--- config.mk ---
export PLATFORM = sky130hd
export DESIGN_NAME = seq_alu
export DESIGN_NICKNAME = d
export VERILOG_FILES = /design/src/rtl/seq_alu.sv
export SDC_FILE = /design/constraint.sdc
export NUM_CORES = 1
export LEC_CHECK = 0
export BUFFER_PORTS_ARGS = -buffer_cell sky130_fd_sc_hd__buf_4
export CORE_MARGIN = 4
export CORE_UTILIZATION = 48
export CTS_BUF_LIST = sky130_fd_sc_hd__clkbuf_4 sky130_fd_sc_hd__clkbuf_8
export DETAILED_ROUTE_END_ITERATION = 12
export GPL_ROUTABILITY_DRIVEN = 1
export GPL_TIMING_DRIVEN = 0
export PLACE_DENSITY = 0.66
export SLEW_MARGIN = 20
export SYNTH_ARGS = -nofsm -noshare
export SYNTH_HDL_FRONTEND = slang
export SYNTH_SLANG_ARGS = --single-unit
--- constraint.sdc ---
create_clock -name clk -period 2.6 [get_ports clk]
set_input_delay 0.39 -clock clk [delete_from_list [all_inputs] [get_ports clk]]
set_output_delay 0.39 -clock clk [all_outputs]
set_load 0.02 [all_outputs]
--- src/rtl/seq_alu.sv ---
// seq_alu: multi-cycle ALU that sits between register read and writeback.
// Single-cycle ops (add/sub/compare/logic/shift/illegal) finish on the accept
// edge. MUL (shift-add) and DIV/MOD (restoring division) run one bit per cycle.
//
// Ports:
//   clk, rst_n          clock, synchronous active-low reset
//   in_valid/in_ready   operand handshake (a, b, op latched on accept)
//   out_valid/out_ready result handshake
//   result, result_hi   primary result / MUL high word, DIV remainder, MOD quotient
//   flag_*              zero, carry/borrow, signed overflow, divide-by-zero, illegal op
//
// state | meaning
// ------+---------------------------------------------------
// IDLE  | waiting for an operation
// MUL   | shift-add multiply, one multiplier bit per cycle
// DIV   | restoring divide, one dividend bit per cycle
// DONE  | result presented, waiting for out_ready
module seq_alu #(
  parameter int WIDTH = 8,
  parameter int CNT_W = $clog2(WIDTH) + 1
) (
  input  logic             clk,
  input  logic             rst_n,
  input  logic             in_valid,
  output logic             in_ready,
  input  logic [WIDTH-1:0] a,
  input  logic [WIDTH-1:0] b,
  input  logic [7:0]       op,
  output logic             out_valid,
  input  logic             out_ready,
  output logic [WIDTH-1:0] result,
  output logic [WIDTH-1:0] result_hi,
  output logic             flag_zero,
  output logic             flag_carry,
  output logic             flag_ovf,
  output logic             flag_dz,
  output logic             flag_ill
);

  typedef enum logic [1:0] {S_IDLE, S_MUL, S_DIV, S_DONE} state_t;

  state_t           state;
  logic [CNT_W-1:0] cnt;
  logic [WIDTH-1:0] acc_hi;   // MUL: product high / DIV: partial remainder
  logic [WIDTH-1:0] acc_lo;   // MUL: multiplier shifting out / DIV: quotient shifting in
  logic [WIDTH-1:0] opnd;     // MUL: multiplicand / DIV: divisor
  logic             is_mod;

  assign in_ready = (state == S_IDLE) && !out_valid;

  // Single-cycle datapath, evaluated on the live inputs at the accept edge.
  logic [WIDTH:0]   sum_ext, diff_ext;
  logic [WIDTH-1:0] sc_res, sc_hi;
  logic             sc_carry, sc_ovf, sc_dz, sc_ill;
  logic             start_mul, start_div;

  always_comb begin
    sum_ext   = {1'b0, a} + {1'b0, b};
    diff_ext  = {1'b0, a} - {1'b0, b};
    sc_res    = '0;
    sc_hi     = '0;
    sc_carry  = 1'b0;
    sc_ovf    = 1'b0;
    sc_dz     = 1'b0;
    sc_ill    = 1'b0;
    start_mul = 1'b0;
    start_div = 1'b0;
    case (op)
      8'h00: begin
        sc_res   = sum_ext[WIDTH-1:0];
        sc_carry = sum_ext[WIDTH];
        sc_ovf   = (a[WIDTH-1] == b[WIDTH-1]) && (sum_ext[WIDTH-1] != a[WIDTH-1]);
      end
      8'h01: begin
        sc_res   = diff_ext[WIDTH-1:0];
        sc_carry = diff_ext[WIDTH];   // borrow out is exactly a < b
        sc_ovf   = (a[WIDTH-1] != b[WIDTH-1]) && (diff_ext[WIDTH-1] != a[WIDTH-1]);
      end
      8'h02: start_mul = 1'b1;
      8'h03: begin
        if (b == '0) begin
          sc_res = '1;
          sc_hi  = a;
          sc_dz  = 1'b1;
        end else begin
          start_div = 1'b1;
        end
      end
      8'h13: begin
        if (b == '0) begin
          sc_res = a;
          sc_hi  = '1;
          sc_dz  = 1'b1;
        end else begin
          start_div = 1'b1;
        end
      end
      8'h04: sc_res = WIDTH'(a == b);
      8'h05: sc_res = WIDTH'(a < b);
      8'h06: sc_res = WIDTH'(a > b);
      8'h08: sc_res = ~a;
      8'h09: sc_res = a & b;
      8'h0A: sc_res = a | b;
      8'h0B: sc_res = a ^ b;
      8'h10: sc_res = (b >= WIDTH'(WIDTH)) ? '0 : (a << b);
      8'h11: sc_res = (b >= WIDTH'(WIDTH)) ? '0 : (a >> b);
      default: sc_ill = 1'b1;
    endcase
  end

  // One shift-add step: conditionally add multiplicand to the high half,
  // then shift the whole 2*WIDTH accumulator right by one.
  logic [WIDTH:0]   mul_sum;
  logic [WIDTH-1:0] mul_hi_nx, mul_lo_nx;

  // One restoring-division step: shift the next dividend bit into the
  // remainder and keep the subtraction only if it did not go negative.
  logic [WIDTH:0]   div_shift, div_trial;
  logic             div_ok;
  logic [WIDTH-1:0] rem_nx, quot_nx;

  always_comb begin
    mul_sum   = {1'b0, acc_hi} + (acc_lo[0] ? {1'b0, opnd} : '0);
    mul_hi_nx = mul_sum[WIDTH:1];
    mul_lo_nx = {mul_sum[0], acc_lo[WIDTH-1:1]};

    div_shift = {acc_hi, acc_lo[WIDTH-1]};
    div_trial = div_shift - {1'b0, opnd};
    div_ok    = !div_trial[WIDTH];
    rem_nx    = div_ok ? div_trial[WIDTH-1:0] : div_shift[WIDTH-1:0];
    quot_nx   = {acc_lo[WIDTH-2:0], div_ok};
  end

  always_ff @(posedge clk) begin
    if (!rst_n) begin
      state      <= S_IDLE;
      cnt        <= '0;
      acc_hi     <= '0;
      acc_lo     <= '0;
      opnd       <= '0;
      is_mod     <= 1'b0;
      out_valid  <= 1'b0;
      result     <= '0;
      result_hi  <= '0;
      flag_zero  <= 1'b0;
      flag_carry <= 1'b0;
      flag_ovf   <= 1'b0;
      flag_dz    <= 1'b0;
      flag_ill   <= 1'b0;
    end else begin
      case (state)
        S_IDLE: begin
          if (in_valid && in_ready) begin
            cnt    <= CNT_W'(WIDTH);
            is_mod <= op[4];
            if (start_mul) begin
              acc_hi <= '0;
              acc_lo <= b;
              opnd   <= a;
              state  <= S_MUL;
            end else if (start_div) begin
              acc_hi <= '0;
              acc_lo <= a;
              opnd   <= b;
              state  <= S_DIV;
            end else begin
              result     <= sc_res;
              result_hi  <= sc_hi;
              flag_zero  <= (sc_res == '0);
              flag_carry <= sc_carry;
              flag_ovf   <= sc_ovf;
              flag_dz    <= sc_dz;
              flag_ill   <= sc_ill;
              out_valid  <= 1'b1;
              state      <= S_DONE;
            end
          end
        end
        S_MUL: begin
          acc_hi <= mul_hi_nx;
          acc_lo <= mul_lo_nx;
          cnt    <= cnt - CNT_W'(1);
          if (cnt == CNT_W'(1)) begin
            result     <= mul_lo_nx;
            result_hi  <= mul_hi_nx;
            flag_zero  <= (mul_lo_nx == '0);
            flag_carry <= 1'b0;
            flag_ovf   <= 1'b0;
            flag_dz    <= 1'b0;
            flag_ill   <= 1'b0;
            out_valid  <= 1'b1;
            state      <= S_DONE;
          end
        end
        S_DIV: begin
          acc_hi <= rem_nx;
          acc_lo <= quot_nx;
          cnt    <= cnt - CNT_W'(1);
          if (cnt == CNT_W'(1)) begin
            result     <= is_mod ? rem_nx : quot_nx;
            result_hi  <= is_mod ? quot_nx : rem_nx;
            flag_zero  <= ((is_mod ? rem_nx : quot_nx) == '0);
            flag_carry <= 1'b0;
            flag_ovf   <= 1'b0;
            flag_dz    <= 1'b0;
            flag_ill   <= 1'b0;
            out_valid  <= 1'b1;
            state      <= S_DONE;
          end
        end
        S_DONE: begin
          if (out_valid && out_ready) begin
            out_valid <= 1'b0;
            state     <= S_IDLE;
          end
        end
        default: state <= S_IDLE;
      endcase
    end
  end

endmodule

==> key figures, run 1 <==
Run status
  – Failing checks: negative setup slack
  – Status: finished, violations left

Logic synthesis
  – Top cells by area, synth: dfxtp_1 (17%), ha_1 (9.2%), nand2_1 (6.6%)
  – Post-synth top area share: 0.170
  – Register area share after synthesis: 0.170
  – Post-Syn Nets: between 900 and 1000
  – Yosys reg bits: 53
  – Top FF cell, synth: dfxtp_1
  – Number of synthesized flops with an enable pin: 0
  – Async SR Flop Fraction: 0
  – Syn avg cell area: about 7.3 sq um
  – Synth area leader: dfxtp_1
  – Top-count cell post-synth: nand2_1
  – Netlist cell types: 83
  – Yosys warnings: 0
  – Post-synth top cells: nand2_1 (110), nor2_1 (93), a21oi_1 (60)
  – Post-Syn Area: between 0.006 and 0.007 sq mm
  – Mapped Cells: 855

Drt
  – 1st-pass router iterations: 5
  – DRC: 0
  – Initial DRC Count: around 600
  – Final wirelength: between 20000 and 25000 um
  – Antenna viol nets, final: 0
  – DR vias/cell: about 6.4
  – Wire length per cell: 22.4 um
  – Vias: 7081

Global route
  – Total GRT Usage: 0.327
  – First-pass GRT wire length: 37700 um
  – Initial antenna violation count: 1
  – Total grt overflow: 0
  – Largest net degree at the start of global routing: 20
  – Vias in the first global route: about 7000

Worst setup path
  – Setup CP Type: reg -> reg
  – Worst-case reg-to-reg path depth: 12
  – CP required: roughly 2900 ps
  – CP Capture Type: flop
  – CP arrival: 2950 ps
  – Crit start category: flop
  – Critical Path Fanout Max: 6

Placement
  – Buffers added on ports: 49
  – DP Wirelength: 18800 um
  – Placed Instance Area: 0.00683 sq mm
  – GPL Wtd Cong: approximately 1.1
  – Placement Setup Slack: -1070 ps
  – DP Cell Count: 1076

STA
  – FMAX: 0.370 GHz
  – Setup TNS: -384 ps
  – Tightest Pin Transition: 766 ps
  – Min cycle time layout: 2700 ps
  – Fin. Hold Viols: 0
  – Setup WS post-layout: -99.5 ps
  – Final hold slack: roughly 340 ps
  – RSZ-0062 raised after global routing: true
  – Rel. slew slack: 0.489
  – Max Slew Vio Count: 0
  – Crit share post-route: 1.04
  – Skew final: roughly 20 ps
  – Setup Viol. Count Final: 8

Clock network
  – CTS buffer count: 5
  – Latest clock arrival within the worst-skew pair: 340 ps
  – Max clock buf depth: 2
  – CTS root buffer: clkbuf_8
  – H-tree depth: 2
  – CTS tree: done
  – Clock slew at the register clock pins of the worst setup and hold paths: 110 ps
  – CTS Hold Bufs: 0
  – Clock sinks: 53

Power
  – Pwr dens: about 700 mW/mm^2
  – IR drop worst, VDD: between 0.0005 and 0.0006 V
  – Net Sw Frac: 0.532
  – Leakage power: 3.08 nW
  – Logic pwr share: 0.672
  – Pint: 2.53 mW
  – Part of the power in registers: 0.232
  – Sw power: 2.87 mW
  – Clock share of power: 0.096

Cells and area
  – Net count, final: 1006
  – Post-Layout Cell Count: about 1100
  – Final instance area: 0.00769 sq mm
  – Fillers: 1203
  – Layout area overhead: 23.5%
  – Register area: between 0.001 and 0.0015 sq mm
  – Multi-input logic area: 0.00523 sq mm
  – Share of post-route cells with drive strength above 1: 0.257
  – Number of antenna repair diodes: 0

Worst hold path
  – Hold Path Class: in -> reg
  – Worst Hold Depth: 3

Floorplanning
  – Die Wd: 122 um
  – Starting Density: 0.491
  – Site Rows: 41
  – Die area: 0.0149 sq mm
  – IO Pins: 51
  – Die height: around 120 um
  – Placeable Area: 0.0127 sq mm

Job
  – Max Cap Viol: 0
## logic make-up (layout without fill, tap and decap cells)
logic type,count (synthesis),count (layout),share of synthesized area
and+or+nand+nor,339,339,0.272
AOI/OAI and AO/OA,255,255,0.287
adders and majority gates,50,50,0.105
DFF,53,53,0.170
muxes,30,30,0.0679
buffers and inverters,112,186,0.0747
xor gates and xnor gates,16,16,0.0225
## cell usage in the layout, fill, tap and decap left out, drive strengths merged, types with 6 or more instances in the layout
cell and count:
a2111oi 8, a211oi 19, a21o 8, a21oi 61
a221oi 6, a22oi 8, a311oi 17, a31oi 11
and2 18, and3 7, buf 94, clkbuf 40
dfxtp 53, ha 46, inv 47, mux2i 16
mux4 9, nand2 110, nand2b 10, nand3 23
nand4 7, nor2 94, nor2b 10, nor3 19
nor4 15, o211ai 7, o21ai 47, o21bai 6
o22ai 7, o31ai 6, or2 6, xnor2 10
xor2 6
## flip-flops by register name, summed over array words and instances, names as in the netlist, 2 cells and up
register and flops:
result_hi 8, opnd 8, cnt 4, acc_lo 8, acc_hi 8, result 8
state 2
## cell type report
cell class,instances,area share
Sequential cell,53,0.142
Clock inverter,3,0.00342
Multi-Input combinational cell,690,0.680
Inverter,49,0.0254
Clock buffer,5,0.00895
Tap cell,172,0.0280
Buffer,53,0.0366
Timing Repair Buffer,76,0.0755
## layer usage
| layer | up-vias | wire (um) | track usage |
|---|---|---|---|
| li1 | 3263 | - | - |
| met1 | 3372 | 10200 | 0.427 |
| met2 | 366 | 11200 | 0.521 |
| met3 | 78 | 2090 | 0.0696 |
| met4 | 2 | 1240 | 0.144 |
| met5 | - | 13 | 0 |
## worst max-delay path: stages (launching register included)
cell and delay [ps]:
dfxtp_4 380, inv_4 50, ha_4 150, fa_2 360
nor2b_4 160, o31ai_4 90, a21o_1 190, buf_6 140
nor2_8 170, mux2_4 330, o211ai_2 160, a21oi_2 110
o31a_1 300
## worst paths after layout
path | endpoint | slack (ps) | from
setup / recovery | result_hi[3]$_SDFFE_PN0P_ | -100 | acc_lo[7]$_SDFFE_PN0P_
hold / removal | result[7]$_SDFFE_PN0P_ | 340 | rst_n
setup reg to reg | result_hi[3]$_SDFFE_PN0P_ | -100 | acc_lo[7]$_SDFFE_PN0P_
hold reg to reg | result[3]$_SDFFE_PN0P_ | 470 | result[3]$_SDFFE_PN0P_
## repair_timing
| action | 4_1_cts | 5_1_grt |
|---|---|---|
| setup buffers | 16 | 10 |
| cloned | 1 | 0 |
| resized for setup | 78 | 63 |
| pin swaps | 27 | 24 |
| setup endpoints to repair | 25 | 36 |
## through the flow
step	power, mW	utilization
floorplan	3.38	-
global placement	4.41	0.539
detailed placement	4.45	0.539
CTS	5.12	0.581
global route	5.72	0.607
finish	5.40	0.607
## power by group through the flow
| stage | registers (mW) | logic (mW) | clock network [mW] |
|---|---|---|---|
| finish | 1.26 | 3.63 | 0.517 |
| global route | 1.28 | 3.88 | 0.557 |
| CTS | 1.26 | 3.33 | 0.525 |
| detailed placement | 1.26 | 3.19 | 0 |
| global placement | 1.25 | 3.16 | 0 |
| floorplan | 1.33 | 2.04 | 0 |
Note: power is estimated with default switching activity, not from simulation.
==> run 2: changes to the inputs <==
--- a/config.mk
+++ b/config.mk
@@ -7,12 +7,12 @@
 export LEC_CHECK = 0
 export BUFFER_PORTS_ARGS = -buffer_cell sky130_fd_sc_hd__buf_4
 export CORE_MARGIN = 4
-export CORE_UTILIZATION = 48
+export CORE_UTILIZATION = 25
 export CTS_BUF_LIST = sky130_fd_sc_hd__clkbuf_4 sky130_fd_sc_hd__clkbuf_8
 export DETAILED_ROUTE_END_ITERATION = 12
 export GPL_ROUTABILITY_DRIVEN = 1
 export GPL_TIMING_DRIVEN = 0
-export PLACE_DENSITY = 0.66
+export PLACE_DENSITY = 0.38
 export SLEW_MARGIN = 20
 export SYNTH_ARGS = -nofsm -noshare
 export SYNTH_HDL_FRONTEND = slang
==> key figures, run 2 (synthesis gave the netlist of run 1 again) <==
Run status
  – Status: finished, violations left
  – Failing checks: negative setup slack

Cells and area
  – Most common cell after layout, fill and taps aside: nand2_1
  – Net count, final: 1006
  – Commonest non-fill, non-tap cells in the layout: nand2_1 (108), nor2_1 (93), buf_4 (72)
  – Share of post-route cells with drive strength above 1: 0.250
  – Fillers: 2674
  – Number of antenna repair diodes: 0
  – Layout area overhead: 26.5%

Power
  – Pint: 2.53 mW
  – Net Sw Frac: 0.542
  – Part of the power in registers: 0.229
  – Tot Pwr: 5.53 mW
  – Clock share of power: 0.095
  – Logic pwr share: 0.676
  – Leakage power: 3.05 nW
  – Sw power: 2.99 mW
  – IR drop worst, VDD: roughly 0.00034 V
  – Pwr dens: 702 mW/mm^2

Global route
  – First-pass GRT wire length: 41100 um
  – Vias in the first global route: around 6600
  – Total GRT Usage: 0.188
  – Total grt overflow: 0
  – Largest net degree at the start of global routing: 20
  – Initial antenna violation count: 0

Drt
  – Vias: 6732
  – Wire length per cell: 21.5 um
  – DR vias/cell: 5.37
  – DRC: 0
  – Initial DRC Count: roughly 500
  – 1st-pass router iterations: 6
  – Final wirelength: between 20000 and 30000 um
  – Antenna viol nets, final: 0

Job
  – Max Cap Viol: 0

STA
  – FMAX: 0.361 GHz
  – Max Slew Vio Count: 0
  – Crit share post-route: 1.06
  – Fin. Hold Viols: 0
  – Min cycle time layout: 2770 ps
  – Setup WS post-layout: -168 ps
  – Rel. slew slack: 0.510
  – Setup Viol. Count Final: 14
  – Tightest Pin Transition: between 700 and 800 ps
  – Skew final: 14.7 ps
  – Final hold slack: 331 ps
  – RSZ-0062 raised after global routing: true

Worst setup path
  – Critical path cell sequence: inv_4 > ha_4 > fa_2 > nor2b_4 > o31ai_4 > a21o_1 > buf_6 > a2111o_1 > nand2_2 > o21bai_1 > a311o_1 > a21oi_1
  – CP Capture Type: flop
  – CP max stage delay: 440 ps
  – Crit start category: flop
  – Delay-heaviest family, CP: compound AO/OA/AOI/OAI gates
  – Crit-path slowest cell: a311o_1
  – CP arrival: about 3000 ps
  – Setup CP Type: reg -> reg
  – Crit path buf inv count: 2
  – CP required: 2880 ps
  – Critical Path Fanout Max: 7

Floorplanning
  – Placeable Area: 0.0244 sq mm
  – Die height: roughly 170 um
  – Starting Density: 0.255
  – IO Pins: 51
  – Die Wd: 166 um
  – Site Rows: 57
  – Die area: 0.0275 sq mm

Clock network
  – H-tree depth: 2
  – CTS root buffer: clkbuf_8
  – CTS tree: done
  – Latest clock arrival within the worst-skew pair: roughly 340 ps
  – CTS Hold Bufs: 0
  – Max clock buf depth: 2
  – CTS buffer count: 5
  – Clock slew at the register clock pins of the worst setup and hold paths: 120 ps
  – Clock sinks: 53

Placement
  – DP Wirelength: 21200 um
  – Placement Setup Slack: -1290 ps
  – GPL Wtd Cong: 0.908
  – Buffers added on ports: 49

Worst hold path
  – Hold Path Class: in -> reg
## run 2: timing repair
action,in CTS,in global routing
endpoints found under the hold margin,0,0
pin swaps,26,32
cloned,0,0
resized for setup,79,59
endpoints found under the setup margin,31,33
setup buffers,18,9
## run 2: worst paths after layout
| path | from | to | slack (ps) | depth (start not counted) |
|---|---|---|---|---|
| worst min-delay path | rst_n | result[7]$_SDFFE_PN0P_ | 330 | 3 |
| worst min register to register | result_hi[4]$_SDFFE_PN0P_ | result_hi[4]$_SDFFE_PN0P_ | 460 | 2 |
| worst max-delay path | acc_lo[7]$_SDFFE_PN0P_ | result_hi[5]$_SDFFE_PN0P_ | -170 | 12 |
| worst max register to register | acc_lo[7]$_SDFFE_PN0P_ | result_hi[5]$_SDFFE_PN0P_ | -170 | 12 |
## run 2: area by class of cell
type	instances	area, sq um	area share
inverter	49	199	0.0253
buffer	53	284	0.0361
sequential	53	1080	0.138
tap	324	405	0.0515
clock inverter	3	26.3	0.00334
multi-input combinational	690	5220	0.662
clock buffer	5	68.8	0.00874
timing repair buffer	76	594	0.0755
## run 2: power by group through the flow
stage | combinational, mW | clock (mW) | sequential, mW
floorplan | 2.04 | 0 | 1.33
CTS | 3.57 | 0.557 | 1.27
global placement | 3.44 | 0 | 1.28
global route | 4.04 | 0.575 | 1.30
detailed placement | 3.39 | 0 | 1.27
finish | 3.74 | 0.527 | 1.26
## run 2: tightest hold or removal path: stages
cell     delay [ps]
buf_4           130
o21ai_0          70
nor3_1           50
## run 2: layer usage
layer  vias up  global-route usage  wire [um]
li1       3274                   -          -
met1      3248               0.264      12800
met2       177               0.310      12500
met3        33              0.0181        959
met4         0              0.0516        629
met5         -                   0          0
## run 2: through the flow
step / setup TNS [ps] / area (sq um) / cells / utilization
2_1_floorplan: 0 / 6240 / 855 / -
3_3_place_gp: -19300 / 7020 / 1228 / 0.288
3_5_place_dp: -18050 / 7020 / 1228 / 0.288
4_1_cts: -1250 / 7560 / 1244 / 0.310
5_1_grt: -2730 / 7880 / 1253 / 0.323
6_report: -1120 / 7880 / 1253 / 0.323
